===== src/rtl/exp_pkg.sv =====
// Shared types for the e^x series controller and its datapath: FSM state
// encoding and the 13-bit datapath control bundle.
package exp_pkg;

  localparam int unsigned EXP_STATE_W = 3;
  localparam int unsigned EXP_CTRL_W  = 13;

  typedef enum logic [EXP_STATE_W-1:0] {
    IDLE  = 3'd0,
    REL   = 3'd1,
    LOAD  = 3'd2,
    MUL_X = 3'd3,
    MUL_C = 3'd4,
    ACC   = 3'd5,
    DONE  = 3'd6
  } exp_state_t;

  typedef struct packed {
    logic zx;
    logic initx;
    logic ldx;
    logic zt;
    logic initt;
    logic ldt;
    logic zr;
    logic initr;
    logic ldr;
    logic zc;
    logic ldc;
    logic enc;
    logic s;
  } exp_ctrl_t;

  // Datapath control lines asserted in each state.
  function automatic exp_ctrl_t exp_ctrl_decode(input exp_state_t st);
    exp_ctrl_t c;
    c = '0;
    case (st)
      LOAD: begin
        c.ldx   = 1'b1;
        c.initt = 1'b1;
        c.initr = 1'b1;
        c.zc    = 1'b1;
      end
      MUL_X: c.ldt = 1'b1;
      MUL_C: begin
        c.ldt = 1'b1;
        c.s   = 1'b1;
      end
      ACC: begin
        c.ldr = 1'b1;
        c.enc = 1'b1;
      end
      default: c = '0;
    endcase
    return c;
  endfunction

endpackage


===== src/rtl/exp_controller.sv =====
// Control FSM for the Taylor-series e^x datapath; one term per MUL_X/MUL_C/ACC loop.
// Optional abort input enabled by defining EXP_CTRL_ABORT_EN.
module exp_controller
  import exp_pkg::*;
#(
  parameter bit WAIT_RELEASE = 1'b1,
  parameter bit DONE_PULSE   = 1'b0
) (
  input  logic clk,
  input  logic rst,
  input  logic start,
  input  logic co,
`ifdef EXP_CTRL_ABORT_EN
  input  logic abort,
`endif
  output logic zx,
  output logic initx,
  output logic ldx,
  output logic zt,
  output logic initt,
  output logic ldt,
  output logic zr,
  output logic initr,
  output logic ldr,
  output logic zc,
  output logic ldc,
  output logic enc,
  output logic s,
  output logic ready,
  output logic done
);

  exp_state_t state_q, state_d;
  exp_ctrl_t  ctrl_q, ctrl_d;
  logic       ready_q, ready_d;
  logic       done_q, done_d;
  logic       abort_hit;

  // Next-state logic; abort overrides every transition out of a busy state.
  always_comb begin
    state_d   = state_q;
    abort_hit = 1'b0;
    case (state_q)
      IDLE, DONE: begin
        if (start) begin
          if (WAIT_RELEASE) state_d = REL;
          else              state_d = LOAD;
        end else if ((state_q == DONE) && DONE_PULSE) begin
          state_d = IDLE;
        end
      end
      REL:     if (!start) state_d = LOAD;
      LOAD:    state_d = MUL_X;
      MUL_X:   state_d = MUL_C;
      MUL_C:   state_d = ACC;
      ACC: begin
        if (co) state_d = DONE;
        else    state_d = MUL_X;
      end
      default: state_d = IDLE;
    endcase
`ifdef EXP_CTRL_ABORT_EN
    if (abort && (state_q != IDLE) && (state_q != DONE)) begin
      state_d   = IDLE;
      abort_hit = 1'b1;
    end
`endif
  end

  // Output decode from the next state so the registered outputs track state_q exactly.
  always_comb begin
    ctrl_d    = exp_ctrl_decode(state_d);
    ctrl_d.zr = abort_hit;
    ready_d   = (state_d == IDLE) || (state_d == DONE);
    done_d    = (state_d == DONE);
  end

  always_ff @(posedge clk) begin
    if (rst) begin
      state_q <= IDLE;
      ctrl_q  <= '0;
      ready_q <= 1'b1;
      done_q  <= 1'b0;
    end else begin
      state_q <= state_d;
      ctrl_q  <= ctrl_d;
      ready_q <= ready_d;
      done_q  <= done_d;
    end
  end

  assign zx    = ctrl_q.zx;
  assign initx = ctrl_q.initx;
  assign ldx   = ctrl_q.ldx;
  assign zt    = ctrl_q.zt;
  assign initt = ctrl_q.initt;
  assign ldt   = ctrl_q.ldt;
  assign zr    = ctrl_q.zr;
  assign initr = ctrl_q.initr;
  assign ldr   = ctrl_q.ldr;
  assign zc    = ctrl_q.zc;
  assign ldc   = ctrl_q.ldc;
  assign enc   = ctrl_q.enc;
  assign s     = ctrl_q.s;
  assign ready = ready_q;
  assign done  = done_q;

endmodule


===== config.mk =====
export PLATFORM = sky130hd
export DESIGN_NAME = exp_controller
export DESIGN_NICKNAME = d
export VERILOG_FILES = /design/src/rtl/exp_pkg.sv /design/src/rtl/exp_controller.sv
export SDC_FILE = /design/constraint.sdc
export NUM_CORES = 1
export LEC_CHECK = 0
export BUFFER_PORTS_ARGS = -buffer_cell sky130_fd_sc_hd__buf_2
export CORE_MARGIN = 1.5
export CORE_UTILIZATION = 30
export CTS_BUF_LIST = sky130_fd_sc_hd__clkbuf_8 sky130_fd_sc_hd__clkbuf_16
export CTS_CLUSTER_DIAMETER = 80
export CTS_CLUSTER_SIZE = 30
export DETAILED_ROUTE_END_ITERATION = 12
export GPL_ROUTABILITY_DRIVEN = 0
export GPL_TIMING_DRIVEN = 0
export HOLD_SLACK_MARGIN = 0.03
export MAX_ROUTING_LAYER = met4
export PLACE_DENSITY = 0.58
export SYNTH_ARGS = -nofsm -noshare
export SYNTH_HDL_FRONTEND = slang
export SYNTH_SLANG_ARGS = --single-unit

===== constraint.sdc =====
create_clock -name clk -period 1.3 [get_ports clk]
set_input_delay 0.065 -clock clk [delete_from_list [all_inputs] [get_ports clk]]
set_output_delay 0.065 -clock clk [all_outputs]
set_load 0.05 [all_outputs]

Word-level counts from Yosys, hierarchy flattened
Cells that the tools add are included.

word-level totals
  register bits after elaboration = 14
  bits in latches = 0
  memory bits (writable) = 0
  bits in read-only memories = 0
  bits of input ports = 4
  output and inout port bits = 15
  logic and storage cells = 36
  memories kept = 0

cells by class
  add/subtract/negate cells = 0
  $mul = 0
  div/mod/pow operators = 0
  order comparisons = 0
  equality and inequality tests = 11
  shift operators = 0
  multiplexer cells = 8
  bitwise gates (word level) = 0
  reduce and logical (&&, ||, !) cells = 5

operators by type and width
  operator            count
  $eq 3x3->1 const B  6
  $pmux 3 s6          1
  $eq 3x2->1 const B  4
  $mux 3              3
  $logic_not 3->1     2
  $mux 1              4
  $reduce_or 2->1     2
  $eq 3x1->1 const B  1
  $logic_or 1x1->1    1

Longest topological paths before layout
  depth in word-level cells = 6
  mapped depth = 4
  gate-level depth less buffers = 3

Worst setup path before layout
No wires, ideal clock.

  path type = register to register
  start point = register state_q[0]
  end point = register ready_q, in the netlist ready
  library setup time = 0.122 ns
  data arrival time = 0.883 ns
  data required time = 1.178 ns
  slack = 0.295 ns
  stages on the path, launching flop included = 5
  path buffers = 1
  clock period less this slack = 1.005 ns
  cells stage by stage = dfxtp_1 > buf_6 > nor2b_1 > o21ai_1 > a221o_1

between the ends
  longest elaborated chain between the ends = 5
  elaborated cells between the ends (all ways) = 14
  classes of those cells = eq/ne (7); mux (3); reduce/logical (4)

RTL lines
  item                                           line                  source
  from (decl)                                    exp_controller.sv:33  exp_state_t state_q, state_d;
  from (signal assigned)                         exp_controller.sv:85  state_q <= state_d;
  $eq 3x3->1 or $logic_not 3->1 (tied branches)  exp_controller.sv:43  case (state_q)
  $reduce_or 2->1                                exp_controller.sv:43
  $pmux 3 s6 *                                   exp_controller.sv:43
  $eq 3x3->1 or $logic_not 3->1 (tied branches)  exp_controller.sv:74  ready_d = (state_d == IDLE) || (state_d == DONE);
  $logic_or 1x1->1 *                             exp_controller.sv:74
  to (signal assigned)                           exp_controller.sv:87  ready_q <= ready_d;
  to (decl)                                      exp_controller.sv:35  logic ready_q, ready_d;

Mark *: on every way between the ends. The rest lies on a longest branch, timed or not.
A chain may end at the register's enable or synchronous reset.

Worst setup path after layout
Same ends and word-level chain as after synthesis.

==> key figures <==
STA
  – RSZ-0062 raised after global routing: false
  – Fmax: 0.9391 GHz
  – Final setup skew: 0.003999 ns
  – Final Hold Fails: 0
  – Final worst path period share: 81.91%
  – Setup-failing EPs final: 0
  – Setup TNS: 0 ns
  – Final worst path period need: 1.065 ns
  – Crit path setup slack, layout: 0.2351 ns
  – Final count of pins violating max slew: 0

GRT
  – Initial antenna violation count: 0
  – GRT Resource Usage Total: 10.10%
  – Vias in the first global route: 283
  – Largest net degree at the start of global routing: 11
  – Remaining global-route overflow: 0
  – First-pass GRT wire length: 1200 µm

Detailed routing
  – Vias per cell: 4.371
  – Drt first pass iters: 4
  – Vias: 389
  – Wire length per cell: 9.169 µm
  – Final wirelength: 816 µm
  – Antenna viol nets, final: 0
  – Residual DRC: 0
  – Iteration-0 DRC Markers: 3

Clock network
  – Clk Tree Root Cell: clkbuf_8
  – Cts hold-fix bufs: 0
  – Skew-Pair Late Insertion Delay: 0.23 ns
  – CTS tree: yes
  – Clk pin slew, worst setup/hold paths: 0.05 ns
  – Postcts setup bufs: 0
  – Total CTS buffers: 3
  – CTS sink cnt: 9
  – CTS-repair resized insts: 0
  – Clock buffer depth: 2
  – H-Tree Depth: 1

Die
  – Die Width: 42.18 µm
  – Row cnt: 13
  – Core box area: 1366 µm²
  – Vert. Die Dim: 42.18 µm
  – Boundary pin count: 19
  – Full die area: 1779 µm²
  – Starting Density: 33.70%

Critical path
  – Crit path from: state_q[0]
  – Nature of the critical path endpoint: register
  – R2R depth: 4
  – Required @ worst endpoint: 1.41 ns
  – Arr. time, crit path: 1.18 ns
  – CP Max Fanout: 10
  – Setup crit start kind: register
  – RR Startpoint: state_q[0]
  – Crit path kind: register to register

Layout
  – Layout cell share with drive strength beyond 1: 37.84%
  – Cell Count, Final, Fillers Out: 89
  – Layout Area Growth over Synthesis: 30.16%
  – N_diodes: 0
  – Final nets: 79
  – Multi-input gate area: 182.7 µm²
  – Fillers: 147
  – Register area: 180.2 µm²

Place
  – Detail Placement HPWL: 564.5 µm
  – I/O Buffers: 12
  – Pre-CTS WS: 0.2484 ns
  – Placed insts: 85

Synth
  – Syn Inst Count: 54
  – Post-synthesis async set-or-reset flop share: 0%
  – Post-synth EDFFs: 0
  – Synth Register Bits: 9
  – Yosys warnings: 0
  – Post-synthesis sequential area ratio: 39.13%
  – Primary FF master, synth: dfxtp_1
  – Mapped Area: 460.4 µm²
  – Average size of a mapped cell: 8.527 µm²
  – Netlist cell types: 22

Hold path
  – Worst Hold Class: primary input to register
  – Worst min-delay path startpoint: start
  – Hold path depth: 2

Run status
  – Status: finished, final reports clean

Power
  – Pwr/cell area: 1306 nW/µm²
  – Worst vdd ir: 0.5143 mV
  – Static Leakage: 0.3020 nW

Run
  – Max Cap Viol: 0
cells by family (layout without fill, tap and decap cells):
family	Yosys count	count (layout)	synth area share, %
buffers and inverters	15	31	24.45
other	1	5	0.8144
AND/OR/NAND/NOR	15	15	16.85
AO/OA/AOI/OAI	14	14	18.75
flip-flops	9	9	39.13
where the power goes:
part | internal (mW) | switching, mW | leakage, nW | total (mW)
Sequential | 0.289 | 0.00501 | 0.0735 | 0.294
Combinational | 0.0558 | 0.116 | 0.202 | 0.172
Clock | 0.206 | 0.111 | 0.0269 | 0.317
Total | 0.551 | 0.232 | 0.302 | 0.783
cell usage in the layout, fill, tap and decap left out:
| cell | count |
|---|---|
| a221o_1 | 1 |
| buf_4 | 9 |
| nor2b_1 | 2 |
| buf_6 | 3 |
| buf_2 | 12 |
| nor2_1 | 4 |
| o21ai_0 | 2 |
| clkbuf_1 | 1 |
| dfxtp_1 | 9 |
| nor3_1 | 2 |
| a21oi_1 | 6 |
| inv_2 | 1 |
| conb_1 | 5 |
| o21ai_1 | 1 |
| a22oi_1 | 1 |
| nand2b_1 | 2 |
| a211oi_1 | 1 |
| nand2_1 | 3 |
| clkbuf_8 | 3 |
| a2bb2oi_1 | 1 |
| o31ai_1 | 1 |
| nor4b_1 | 1 |
| and2b_1 | 1 |
| inv_1 | 2 |
worst max-delay path: stages, from the launching register on:
cell and delay, ns:
dfxtp_1 0.30, buf_6 0.13, nor2b_1 0.10, o21ai_1 0.07, a221o_1 0.34
sequential cells by signal, indices dropped and copies added (netlist names):
signal,cells
ready,1
enc,1
zc,1
ldt,1
state_q,3
s,1
done,1
synthesized netlist by cell type, types with 2 or more instances:
library cell	number	area share, %
nand2b_1	2	2.7
nand2_1	3	2.4
dfxtp_1	9	39
buf_6	3	7.3
nor2_1	4	3.3
nor2b_1	2	2.7
buf_4	9	15
o21ai_0	2	2.2
a21oi_1	6	6.5
nor3_1	2	2.2
routing by layer:
metal	vias to the layer above	routed length, µm	GRT usage, %
met1	163	386	10.73
met5	-	0	-
met3	4	72	6.466
met4	0	35	9.375
li1	205	-	-
met2	17	321	12.31
layout make-up:
cell class | instances | area share [%]
buffer | 13 | 17.54
clock buffer | 3 | 6.889
clock inverter | 1 | 0.6263
inverter | 2 | 1.253
multi-input combinational | 34 | 30.48
sequential | 9 | 30.06
tap | 15 | 3.132
timing repair buffer | 12 | 10.02
per-stage QoR:
stage,hold WS (ns),total power [mW],util [%],area (µm²)
after floorplan,0.1443,0.4439,-,475.5
after global placement,0.3318,0.4687,40.57,554.3
after detailed placement,0.3326,0.4702,40.57,554.3
after CTS,0.08881,0.7905,43.86,599.3
after global routing,0.1018,0.8124,43.86,599.3
final,0.09531,0.7830,43.86,599.3
path summary, 6_finish.rpt:
check                              to  slack [ns]
worst min register to register   done        0.54
worst min-delay path               zc         0.1
worst max-delay path            ready        0.24
worst max register to register  ready        0.24
Power figures use the tool's default switching activity.
